File: src/rtl/horloge_pkg.sv
// horloge_pkg: shared widths, limits and FSM state for the horloge tick receiver
package horloge_pkg;
  localparam int HOURS_W = 5;
  localparam int MIN_SEC_W = 6;
  localparam int MAX_HOURS = 23;
  localparam int MAX_MIN_SEC = 59;
  typedef enum logic {INIT, RUN} state_t;
endpackage

File: src/rtl/horloge_sync_edge.sv
// horloge_sync_edge: synchronizes toggle_in and emits a registered one-cycle tick per level change while armed
module horloge_sync_edge #(
  parameter int SYNC_STAGES = 2
) (
  input  logic clock,
  input  logic reset,
  input  logic toggle_in,
  input  logic arm,
  output logic tick
);
  logic [SYNC_STAGES-1:0] sync;
  logic last;
  // last follows the synchronized level even while disarmed, so arming never sees a stale level
  always_ff @(posedge clock)
    if (reset) begin
      sync <= '0;
      last <= 1'b0;
      tick <= 1'b0;
    end else begin
      sync <= {sync[SYNC_STAGES-2:0], toggle_in};
      last <= sync[SYNC_STAGES-1];
      tick <= arm & (sync[SYNC_STAGES-1] ^ last);
    end
endmodule

File: src/rtl/horloge_tick_receiver.sv
// horloge_tick_receiver: toggle-line tick receiver with seconds prescaler and hh:mm:ss clock; HORLOGE_ALARM_EN adds the hh:mm alarm
module horloge_tick_receiver
  import horloge_pkg::*;
#(
  parameter int SYNC_STAGES = 2,
  parameter int TICKS_PER_SECOND = 1
) (
  input  logic                 clock,
  input  logic                 reset,
  input  logic                 toggle_in,
  input  logic                 set_valid,
  output logic                 set_ready,
  input  logic [HOURS_W-1:0]   set_hours,
  input  logic [MIN_SEC_W-1:0] set_minutes,
  input  logic [MIN_SEC_W-1:0] set_seconds,
  output logic                 set_error,
  output logic [HOURS_W-1:0]   hours,
  output logic [MIN_SEC_W-1:0] minutes,
  output logic [MIN_SEC_W-1:0] seconds,
  output logic                 second_tick,
  output logic                 day_rollover
`ifdef HORLOGE_ALARM_EN
  ,
  input  logic                 alarm_enable,
  input  logic [HOURS_W-1:0]   alarm_hours,
  input  logic [MIN_SEC_W-1:0] alarm_minutes,
  output logic                 alarm
`endif
);
  localparam int PW = TICKS_PER_SECOND > 1 ? $clog2(TICKS_PER_SECOND) : 1;
  state_t state, state_n;
  logic [2:0] init_cnt;
  logic [PW-1:0] pre;
  logic raw_tick, inc, load, fields_ok, sec_w, min_w, hr_w;
  logic [HOURS_W-1:0] hours_n;
  logic [MIN_SEC_W-1:0] minutes_n, seconds_n;
  horloge_sync_edge #(.SYNC_STAGES(SYNC_STAGES)) u_sync (
    .clock(clock),
    .reset(reset),
    .toggle_in(toggle_in),
    .arm(state == RUN),
    .tick(raw_tick)
  );
  always_ff @(posedge clock)
    if (reset) begin
      state <= INIT;
      init_cnt <= '0;
    end else begin
      state <= state_n;
      init_cnt <= state == INIT ? init_cnt + 3'd1 : init_cnt;
    end
  always_comb state_n = (state == INIT && init_cnt == 3'(SYNC_STAGES)) ? RUN : state;
  assign set_ready = state == RUN;
  always_comb begin
    load = set_valid & set_ready;
    fields_ok = set_hours <= HOURS_W'(MAX_HOURS) && set_minutes <= MIN_SEC_W'(MAX_MIN_SEC)
             && set_seconds <= MIN_SEC_W'(MAX_MIN_SEC);
    inc = raw_tick && pre == PW'(TICKS_PER_SECOND - 1);
    sec_w = seconds == MIN_SEC_W'(MAX_MIN_SEC);
    min_w = minutes == MIN_SEC_W'(MAX_MIN_SEC);
    hr_w = hours == HOURS_W'(MAX_HOURS);
    seconds_n = sec_w ? '0 : seconds + 6'd1;
    minutes_n = !sec_w ? minutes : min_w ? '0 : minutes + 6'd1;
    hours_n = !(sec_w && min_w) ? hours : hr_w ? '0 : hours + 5'd1;
  end
  // a load handshake owns the cycle: any tick maturing alongside it is dropped
  always_ff @(posedge clock)
    if (reset) begin
      pre <= '0;
      hours <= '0;
      minutes <= '0;
      seconds <= '0;
      set_error <= 1'b0;
      second_tick <= 1'b0;
      day_rollover <= 1'b0;
    end else begin
      set_error <= load && !fields_ok;
      second_tick <= !load && inc;
      day_rollover <= !load && inc && sec_w && min_w && hr_w;
      if (load) begin
        if (fields_ok) begin
          pre <= '0;
          hours <= set_hours;
          minutes <= set_minutes;
          seconds <= set_seconds;
        end
      end else if (raw_tick) begin
        pre <= inc ? '0 : pre + PW'(1);
        if (inc) begin
          hours <= hours_n;
          minutes <= minutes_n;
          seconds <= seconds_n;
        end
      end
    end
`ifdef HORLOGE_ALARM_EN
  always_ff @(posedge clock)
    if (reset) alarm <= 1'b0;
    else alarm <= !load && inc && alarm_enable && seconds_n == '0
                  && minutes_n == alarm_minutes && hours_n == alarm_hours;
`endif
endmodule

File: config.mk
export PLATFORM = sky130hd
export DESIGN_NAME = horloge_tick_receiver
export DESIGN_NICKNAME = d
export VERILOG_FILES = /design/src/rtl/horloge_pkg.sv /design/src/rtl/horloge_sync_edge.sv /design/src/rtl/horloge_tick_receiver.sv
export SDC_FILE = /design/constraint.sdc
export NUM_CORES = 1
export LEC_CHECK = 0
export BUFFER_PORTS_ARGS = -buffer_cell sky130_fd_sc_hd__buf_2
export CORE_UTILIZATION = 55
export DETAILED_ROUTE_END_ITERATION = 10
export PLACE_DENSITY = 0.83
export REMOVE_ABC_BUFFERS = 1
export SYNTH_ARGS = -nofsm -noshare
export SYNTH_HDL_FRONTEND = slang
export SYNTH_SLANG_ARGS = --single-unit
File: constraint.sdc
create_clock -name clock -period 4.6 [get_ports clock]
set_input_delay 0.92 -clock clock [delete_from_list [all_inputs] [get_ports clock]]
set_output_delay 0.92 -clock clock [all_outputs]
set_load 0.005 [all_outputs]
**Word-level counts from Yosys, hierarchy flattened**

Cells that the tools add are included.

- Eq/ne operators: 5
- Bitwise operators: 5
- $lt $le $gt $ge: 3
- Muxes and demuxes: 21
- Reduce and logical (&&, ||, !) cells: 20
- $add $sub $neg: 5

Operators by type and width:

| operator | number |
|---|---|
| two-way mux 6 bit | 11 |
| two-way mux 5 bit | 6 |
| adder 6 x 1 -> 6 bit (second input constant) | 2 |
| equality test 6 bit (second input constant) | 2 |
| <= comparator 6 bit (second input constant) | 2 |
| logical AND 1 bit | 10 |
| AND reduction 4 bit | 2 |
| nonzero test 2 bit | 4 |
| adder 5 x 1 -> 5 bit (second input constant) | 1 |
| equality test 5 bit (second input constant) | 1 |
| <= comparator 5 bit (second input constant) | 1 |
| two-way mux 1 bit | 4 |
| adder 3 x 1 -> 3 bit (second input constant) | 1 |
| equality test 3 x 2 -> 1 bit (second input constant) | 1 |
| AND reduction 3 bit | 1 |
| bitwise AND 1 bit | 2 |
| zero test 1 bit | 2 |
| != test 2 x 1 -> 1 bit (second input constant) | 1 |
| NOT 1 bit | 2 |
| AND reduction 2 bit | 1 |
| adder 1 bit (second input constant) | 1 |
| XOR 1 bit | 1 |

- Register bits: 29
- Logic and storage cells: 71
- Input port bits: 21
- Output and inout bits: 21

**Longest topological paths before layout**

Gate-level depths: netlist (run 1).

- Depth in word-level cells: 6
- Mapped depth: 8
- Mapped depth without buffers: 6

**Modules after synthesis**

From an unflattened synthesis (run 1), not the netlist that was laid out.

- Cells, all modules: 203
- Area, all modules: 1,670.4 um^2

By module, submodules not included:

| module | sequential area each (um^2) | cells each | times used | area each (um^2) |
|---|---|---|---|---|
| horloge_tick_receiver | 500.5 | 194 | 1 | 1,550.2 |
| horloge_sync_edge | 80.1 | 9 | 1 | 120.1 |

**Least setup slack after synthesis (run 1)**

OpenSTA, ideal clock, no wires.

- Path kind: input to register
- Start point: input set_seconds[5]
- End point: register hours[2]
- Setup slack: 2.590 ns
- Setup time: 0.117 ns
- Path buffers: 2
- Data arrival time: 1.893 ns
- Cell stages on the path: 6
- Data required time: 4.483 ns
- Cell sequence: nand4_1 > and4_4 > buf_6 > a41o_1 > buf_6 > a32o_1

- Longest elaborated chain between the ends: 4

RTL lines:

| element | RTL line | source |
|---|---|---|
| start, declared | horloge_tick_receiver.sv:15 | `input logic [MIN_SEC_W-1:0] set_seconds,` |
| <= comparator 6 bit | horloge_tick_receiver.sv:57 | `&& set_seconds <= MIN_SEC_W'(MAX_MIN_SEC);` |
| logical AND 1 bit | horloge_tick_receiver.sv:57 |  |
| != test 2 x 1 -> 1 bit (no source line) | n/a |  |
| AND reduction 4 bit (no source line) | n/a |  |
| end signal, assigned | horloge_tick_receiver.sv:83 | `hours <= set_hours;` |
| end signal, assigned | horloge_tick_receiver.sv:90 | `hours <= hours_n;` |
| end, declared | horloge_tick_receiver.sv:17 | `output logic [HOURS_W-1:0] hours,` |

Every way passes these cells.
A chain may end at the register's enable or synchronous reset.

**Worst setup path after layout (run 1)**

- Start point: input set_valid
- End point: register hours[2]

- Longest elaborated chain between the ends: 3
- Elaborated cells on any way between the ends: 7
- Those cells by class: eq/ne: 1; mux: 1; bitwise: 1; reduce/logical: 4

RTL lines:

| element | RTL line | source |
|---|---|---|
| start, declared | horloge_tick_receiver.sv:11 | `input logic set_valid,` |
| bitwise AND 1 bit (*) | horloge_tick_receiver.sv:55 | `load = set_valid & set_ready;` |
| != test 2 x 1 -> 1 bit (no source line) or nonzero test 2 bit (tied branches) | n/a |  |
| AND reduction 4 bit (no source line) | n/a |  |

Mark *: on every way between the ends. The rest lies on a longest branch, timed or not.

==> impl_metrics.json, run 1 <==
{
  "p_int_w": 0.000440,
  "num_vias": 1583,
  "synthTopCellsByArea": "dfxtp_1 (38%), nor2_1 (6.2%), a21oi_1 (5.3%)",
  "grt_usage_pct": 28.8,
  "fin_crit_sh_pct": 45.7,
  "synth_top_cells_by_count": "dfxtp_1 (29), nor2_1 (25), nand2_1 (19), a21oi_1 (16), nand3_1 (9)",
  "cts_buffers": 5,
  "synthArstFlopShare_pct": 0,
  "rsz0062_at_grt": "no",
  "tns_ns": 0,
  "wl_met1_mm": 1.54,
  "status": "finished, final reports clean",
  "clock_skew_ns": 0.00477,
  "ys_ff_latch": 29,
  "ioPinCount": 42,
  "synth_area_um2": 1520,
  "grt_remaining_overflow": 0,
  "worstPathCellList": "buf_2 > nand2_2 > and3_1 > a41o_1 > o21ai_2 > a32o_1",
  "clock-sinks": 29,
  "syn2layout_area_growth_pct": 16.9,
  "crit_family": "compound AO/OA/AOI/OAI gates",
  "htreeDepth": 2,
  "met3_length_um": 267,
  "path_buf_inv": 1,
  "yosys_warnings": 0,
  "regArea_um2": 581,
  "synth_top_area_share_pct": 38.2,
  "path_max_fanout": 16,
  "drtIter0Drc": 79,
  "crit_type": "input port to flop",
  "num_rows": 18,
  "post-place-cells": 247,
  "drcViolationCount": 0,
  "cp-end-kind": "flop",
  "switching_share_pct": 33.5,
  "power_frac_clock_pct": 26.8,
  "synth_most_common_cell": "dfxtp_1",
  "die_w_um": 54.6,
  "grt_first_pass_wirelength_mm": 5.99,
  "clk_latency_ns": 0.34,
  "crit_arrival_ns": 2.34,
  "cts_resized": 0,
  "critPathSlowestCell": "a41o_1",
  "drive_gt1_share_pct": 25.3,
  "critical_path.max_stage_delay_ns": 0.41,
  "wire_per_inst_um": 15.0,
  "multi_input_area_um2": 863,
  "tightest_slew_ns": 0.522,
  "hold_viol_final": 0,
  "synth.distinct_cells": 46,
  "slew_headroom_pct": 65.2,
  "synth_ff_type": "dfxtp_1",
  "nFillCells": 215,
  "die_area_um2": 2980,
  "leakage_nw": 0.745,
  "ant_nets": 0,
  "synth-edff-count": 0,
  "required_ns": 4.84,
  "diodes": 0,
  "grt_max_degree": 28,
  "clkSlewWorstSetupHoldPaths_ns": 0.09,
  "cts_tree": "done",
  "yosysTopAreaCell": "dfxtp_1",
  "highest_layer": "met4",
  "avgSynthCellArea_um2": 8.22,
  "grt_pass1_vias": 1418,
  "slew_violations": 0,
  "stdcell_count": 255,
  "firstDrtPassIters": 4,
  "postSynthCellCount": 185,
  "p_switching_w": 0.000222,
  "layout.nets": 250,
  "p_seq_share_pct": 47.7,
  "routed_via_density": 6.21,
  "cts_setup_buffers": 0,
  "root_buffer": "clkbuf_4",
  "hold_class": "flop to flop",
  "initial_core_util_pct": 59.8,
  "ys_seq_area_share_pct": 38.2,
  "gp_congestion": 0.899,
  "fmax_mhz": 476,
  "portBuffers": 41,
  "whs_ns": 0.459,
  "wl_met2_mm": 1.93,
  "powerDensity_nw_per_um2": 372,
  "vdd_drop_max_uv": 355,
  "die_y_um": 54.6,
  "setup-violations-final": 0,
  "dpl.hpwl_mm": 2.81,
  "holdBufCountCts": 0,
  "core-area_um2": 2540,
  "combPwrFrac_pct": 25.5,
  "wl_mm": 3.83,
  "worst_setup_path_start_kind": "input port",
  "cts_buffer_depth": 2,
  "antenna_found_initial": 0,
  "fin_crit_ns": 2.10,
  "cap_violations": 0
}
-- routing by layer --
layer	up-vias	GRT usage [%]
li1	747	-
met1	741	32.4
met2	84	48.0
met3	11	10.0
met4	0	13.7
met5	-	0
-- worst register-to-register path: cells and delay by family (launching register included) --
family / cells / cell delay, ns
flops: 1 / 0.51
compound gates: 3 / 0.67
simple gates: 2 / 0.71
-- layout by cell type (no fill, tap or decap), types with 2 or more instances in the layout --
| cell type | n |
|---|---|
| nor3_1 | 5 |
| nand2_1 | 19 |
| clkbuf_8 | 2 |
| a21oi_1 | 16 |
| xnor2_1 | 2 |
| o31ai_1 | 2 |
| a211oi_1 | 3 |
| nor2_1 | 25 |
| a31oi_1 | 2 |
| and3_1 | 3 |
| nand2b_1 | 2 |
| dfxtp_1 | 29 |
| clkbuf_4 | 5 |
| ha_1 | 5 |
| nand4b_1 | 2 |
| xor2_1 | 3 |
| o211ai_1 | 3 |
| o21ai_0 | 5 |
| inv_1 | 6 |
| nor2b_1 | 7 |
| a221oi_1 | 2 |
| a311oi_1 | 2 |
| nand4_1 | 3 |
| buf_2 | 41 |
| nand3_1 | 9 |
| nor4_1 | 2 |
-- path summary, 6_finish.rpt --
path	end	slack (ns)	from	cells past startpoint
max reg2reg	hours[2]	2.62	set_ready	5
min reg2reg	u_sync.sync[1]	0.46	u_sync.sync[0]	1
max	hours[2]	2.50	set_valid	6
min	u_sync.sync[1]	0.46	u_sync.sync[0]	1
-- logic make-up after synthesis --
kind of cell    Yosys count  share of synthesized area, %
xor+xnor                  5                          2.88
flops                    29                          38.2
mux                       1                         0.658
simple gates             82                          26.5
compound gates           48                          22.6
fa+ha+maj                 5                          4.11
buf+inv                  15                          5.10
-- layout make-up --
cell class / instances / area share, %
sequential: 29 / 32.6
tap: 30 / 2.11
timing repair buffer: 41 / 11.5
clock buffer: 7 / 3.66
clock inverter: 1 / 0.281
multi-input combinational: 141 / 48.5
inverter: 6 / 1.27
-- power groups by stage --
| stage | Clock (W) | Sequential [W] | Combinational (W) |
|---|---|---|---|
| floorplan | 0 | 0.000315 | 0.000110 |
| global placement | 0 | 0.000318 | 0.000158 |
| detailed placement | 0 | 0.000321 | 0.000166 |
| CTS | 0.000178 | 0.000315 | 0.000167 |
| global route | 0.000192 | 0.000320 | 0.000189 |
| finish | 0.000178 | 0.000316 | 0.000169 |
-- through the flow --
stage / power, W / cell area, um2 / utilization, % / setup slack [ns]
after floorplan: 0.000426 / 1470 / - / 2.46
after global placement: 0.000476 / 1710 / 67.2 / 2.22
after detailed placement: 0.000488 / 1710 / 67.2 / 2.16
after CTS: 0.000661 / 1780 / 69.9 / 2.51
after global routing: 0.000701 / 1780 / 69.9 / 2.41
final: 0.000662 / 1780 / 69.9 / 2.50
-- state kept, by name (all words and copies together), names as in the netlist --
register	count
set_ready	1
hours	5
init_cnt	3
u_sync.sync	2
second_tick	1
pre	1
u_sync.tick	1
seconds	6
u_sync.last	1
set_error	1
day_rollover	1
minutes	6
No activity file was read; power rests on OpenSTA's default activity.
==> run 2, diff against run 1 <==
--- a/config.mk
+++ b/config.mk
@@ -6,9 +6,9 @@
 export NUM_CORES = 1
 export LEC_CHECK = 0
 export BUFFER_PORTS_ARGS = -buffer_cell sky130_fd_sc_hd__buf_2
-export CORE_UTILIZATION = 55
+export CORE_UTILIZATION = 51
 export DETAILED_ROUTE_END_ITERATION = 10
-export PLACE_DENSITY = 0.83
+export PLACE_DENSITY = 0.78
 export REMOVE_ABC_BUFFERS = 1
 export SYNTH_ARGS = -nofsm -noshare
 export SYNTH_HDL_FRONTEND = slang
==> constraint.sdc (replaced) <==
create_clock -name clock -period 2.11 [get_ports clock]
set_input_delay 0.422 -clock clock [delete_from_list [all_inputs] [get_ports clock]]
set_output_delay 0.422 -clock clock [all_outputs]
set_load 0.005 [all_outputs]
==> impl_metrics.json, run 2 (same netlist as run 1, synthesis figures left out) <==
{
  "worst_setup_path_start_kind": "flop",
  "clkSlewWorstSetupHoldPaths_ns": 0.09,
  "fmax_mhz": 537,
  "crit_type": "flop to flop",
  "routed_via_density": 5.90,
  "path_max_fanout": 9,
  "post-place-cells": 250,
  "status": "finished, final reports clean",
  "firstDrtPassIters": 4,
  "num_vias": 1516,
  "power_w": 0.00141,
  "core-area_um2": 2780,
  "powerDensity_nw_per_um2": 791,
  "tns_ns": 0,
  "power_frac_clock_pct": 24.5,
  "die_w_um": 56.6,
  "layout.nets": 252,
  "root_buffer": "clkbuf_4",
  "clock-sinks": 29,
  "grt_first_pass_wirelength_mm": 6.02,
  "grt_pass1_vias": 1422,
  "drive_gt1_share_pct": 25.2,
  "antenna_found_initial": 0,
  "worst_slack_ns": 0.248,
  "initial_core_util_pct": 54.7,
  "grt_max_degree": 28,
  "rsz0062_at_grt": "no",
  "p_switching_w": 0.000474,
  "setup-violations-final": 0,
  "switching_share_pct": 33.7,
  "ioPinCount": 42,
  "cap_violations": 0,
  "final_common_cell": "buf_2",
  "gp_congestion": 0.856,
  "cp-end-kind": "flop",
  "portBuffers": 41,
  "syn2layout_area_growth_pct": 17.0,
  "p_seq_share_pct": 48.9,
  "cts_buffers": 5,
  "required_ns": 2.34,
  "drcViolationCount": 0,
  "wire_per_inst_um": 14.1,
  "slew_violations": 0,
  "holdBufCountCts": 0,
  "wl_mm": 3.63,
  "reg_top3": "minutes: 6 flops, seconds: 6 flops, hours: 5 flops",
  "hold_class": "input port to flop",
  "ant_nets": 0,
  "vdd_drop_max_uv": 685,
  "combPwrFrac_pct": 26.6,
  "grt_usage_pct": 24.2,
  "cts_setup_buffers": 0,
  "whs_ns": 0.306,
  "die_y_um": 56.6,
  "htreeDepth": 2,
  "hold_viol_final": 0,
  "die_area_um2": 3210,
  "nFillCells": 260,
  "leakage_nw": 0.745,
  "fin_crit_ns": 1.86,
  "layout_common_cells": "buf_2 (41), dfxtp_1 (29), nor2_1 (25)",
  "clock_skew_ns": 0.00512,
  "diodes": 0,
  "dp_worst_setup_slack_ns": 0.249,
  "tightest_slew_ns": 0.484,
  "cts_tree": "done",
  "p_int_w": 0.000934,
  "slew_headroom_pct": 67.7,
  "stdcell_count": 257,
  "cts_resized": 0,
  "drtIter0Drc": 89,
  "grt_remaining_overflow": 0,
  "crit_arrival_ns": 2.09,
  "cts_buffer_depth": 2,
  "fin_crit_sh_pct": 88.2,
  "dpl.hpwl_mm": 2.65,
  "num_rows": 19,
  "clk_latency_ns": 0.33
}
-- run 2: changes by cell type in the layout (fill, tap and decap cells not counted) --
| cell | previous run | this run |
|---|---|---|
| clkbuf_1 | 0 | 1 |
| clkbuf_8 | 2 | 1 |
| clkinv_2 | 1 | 0 |
| buf_4 | 0 | 2 |
-- run 2: final timing paths --
check,startpoint,endpoint,slack (ns),depth (start not counted)
worst max-delay path,minutes[0],hours[2],0.25,6
worst min-delay path,toggle_in,u_sync.sync[0],0.31,2
worst max register to register,minutes[0],hours[2],0.25,6
worst min register to register,u_sync.sync[0],u_sync.sync[1],0.47,1
-- run 2: power groups by stage --
stage          clock (W)  sequential (W)  combinational (W)
2_1_floorplan          0        0.000688           0.000241
3_3_place_gp           0        0.000693           0.000360
3_5_place_dp           0        0.000700           0.000374
4_1_cts         0.000350        0.000687           0.000379
5_1_grt         0.000373        0.000700           0.000423
6_report        0.000345        0.000688           0.000375
-- run 2: through the flow --
stage	util [%]	area [um2]
floorplan	-	1470
global placement	62.0	1730
detailed placement	62.0	1730
CTS	64.0	1780
global route	64.0	1780
finish	64.0	1780
-- run 2: cell type report --
class | count | area (um2) | share of cell area (%)
Multi-Input combinational cell | 141 | 863 | 48.5
Sequential cell | 29 | 581 | 32.6
Timing Repair Buffer | 43 | 220 | 12.4
Clock buffer | 7 | 55.1 | 3.09
Tap cell | 31 | 38.8 | 2.18
Inverter | 6 | 22.5 | 1.26
-- run 2: worst max-delay path: stages (launching register included) --
cell      delay (ns)
dfxtp_1         0.40
ha_1            0.21
nand2b_1        0.13
nor3_2          0.25
a41o_1          0.44
o21ai_2         0.09
a32o_1          0.26
-- run 2: layer usage --
layer	GRT usage [%]	wire length [um]
met4	10.5	57
met1	29.0	1560
met5	0	0
met2	40.2	1780
met3	6.91	235
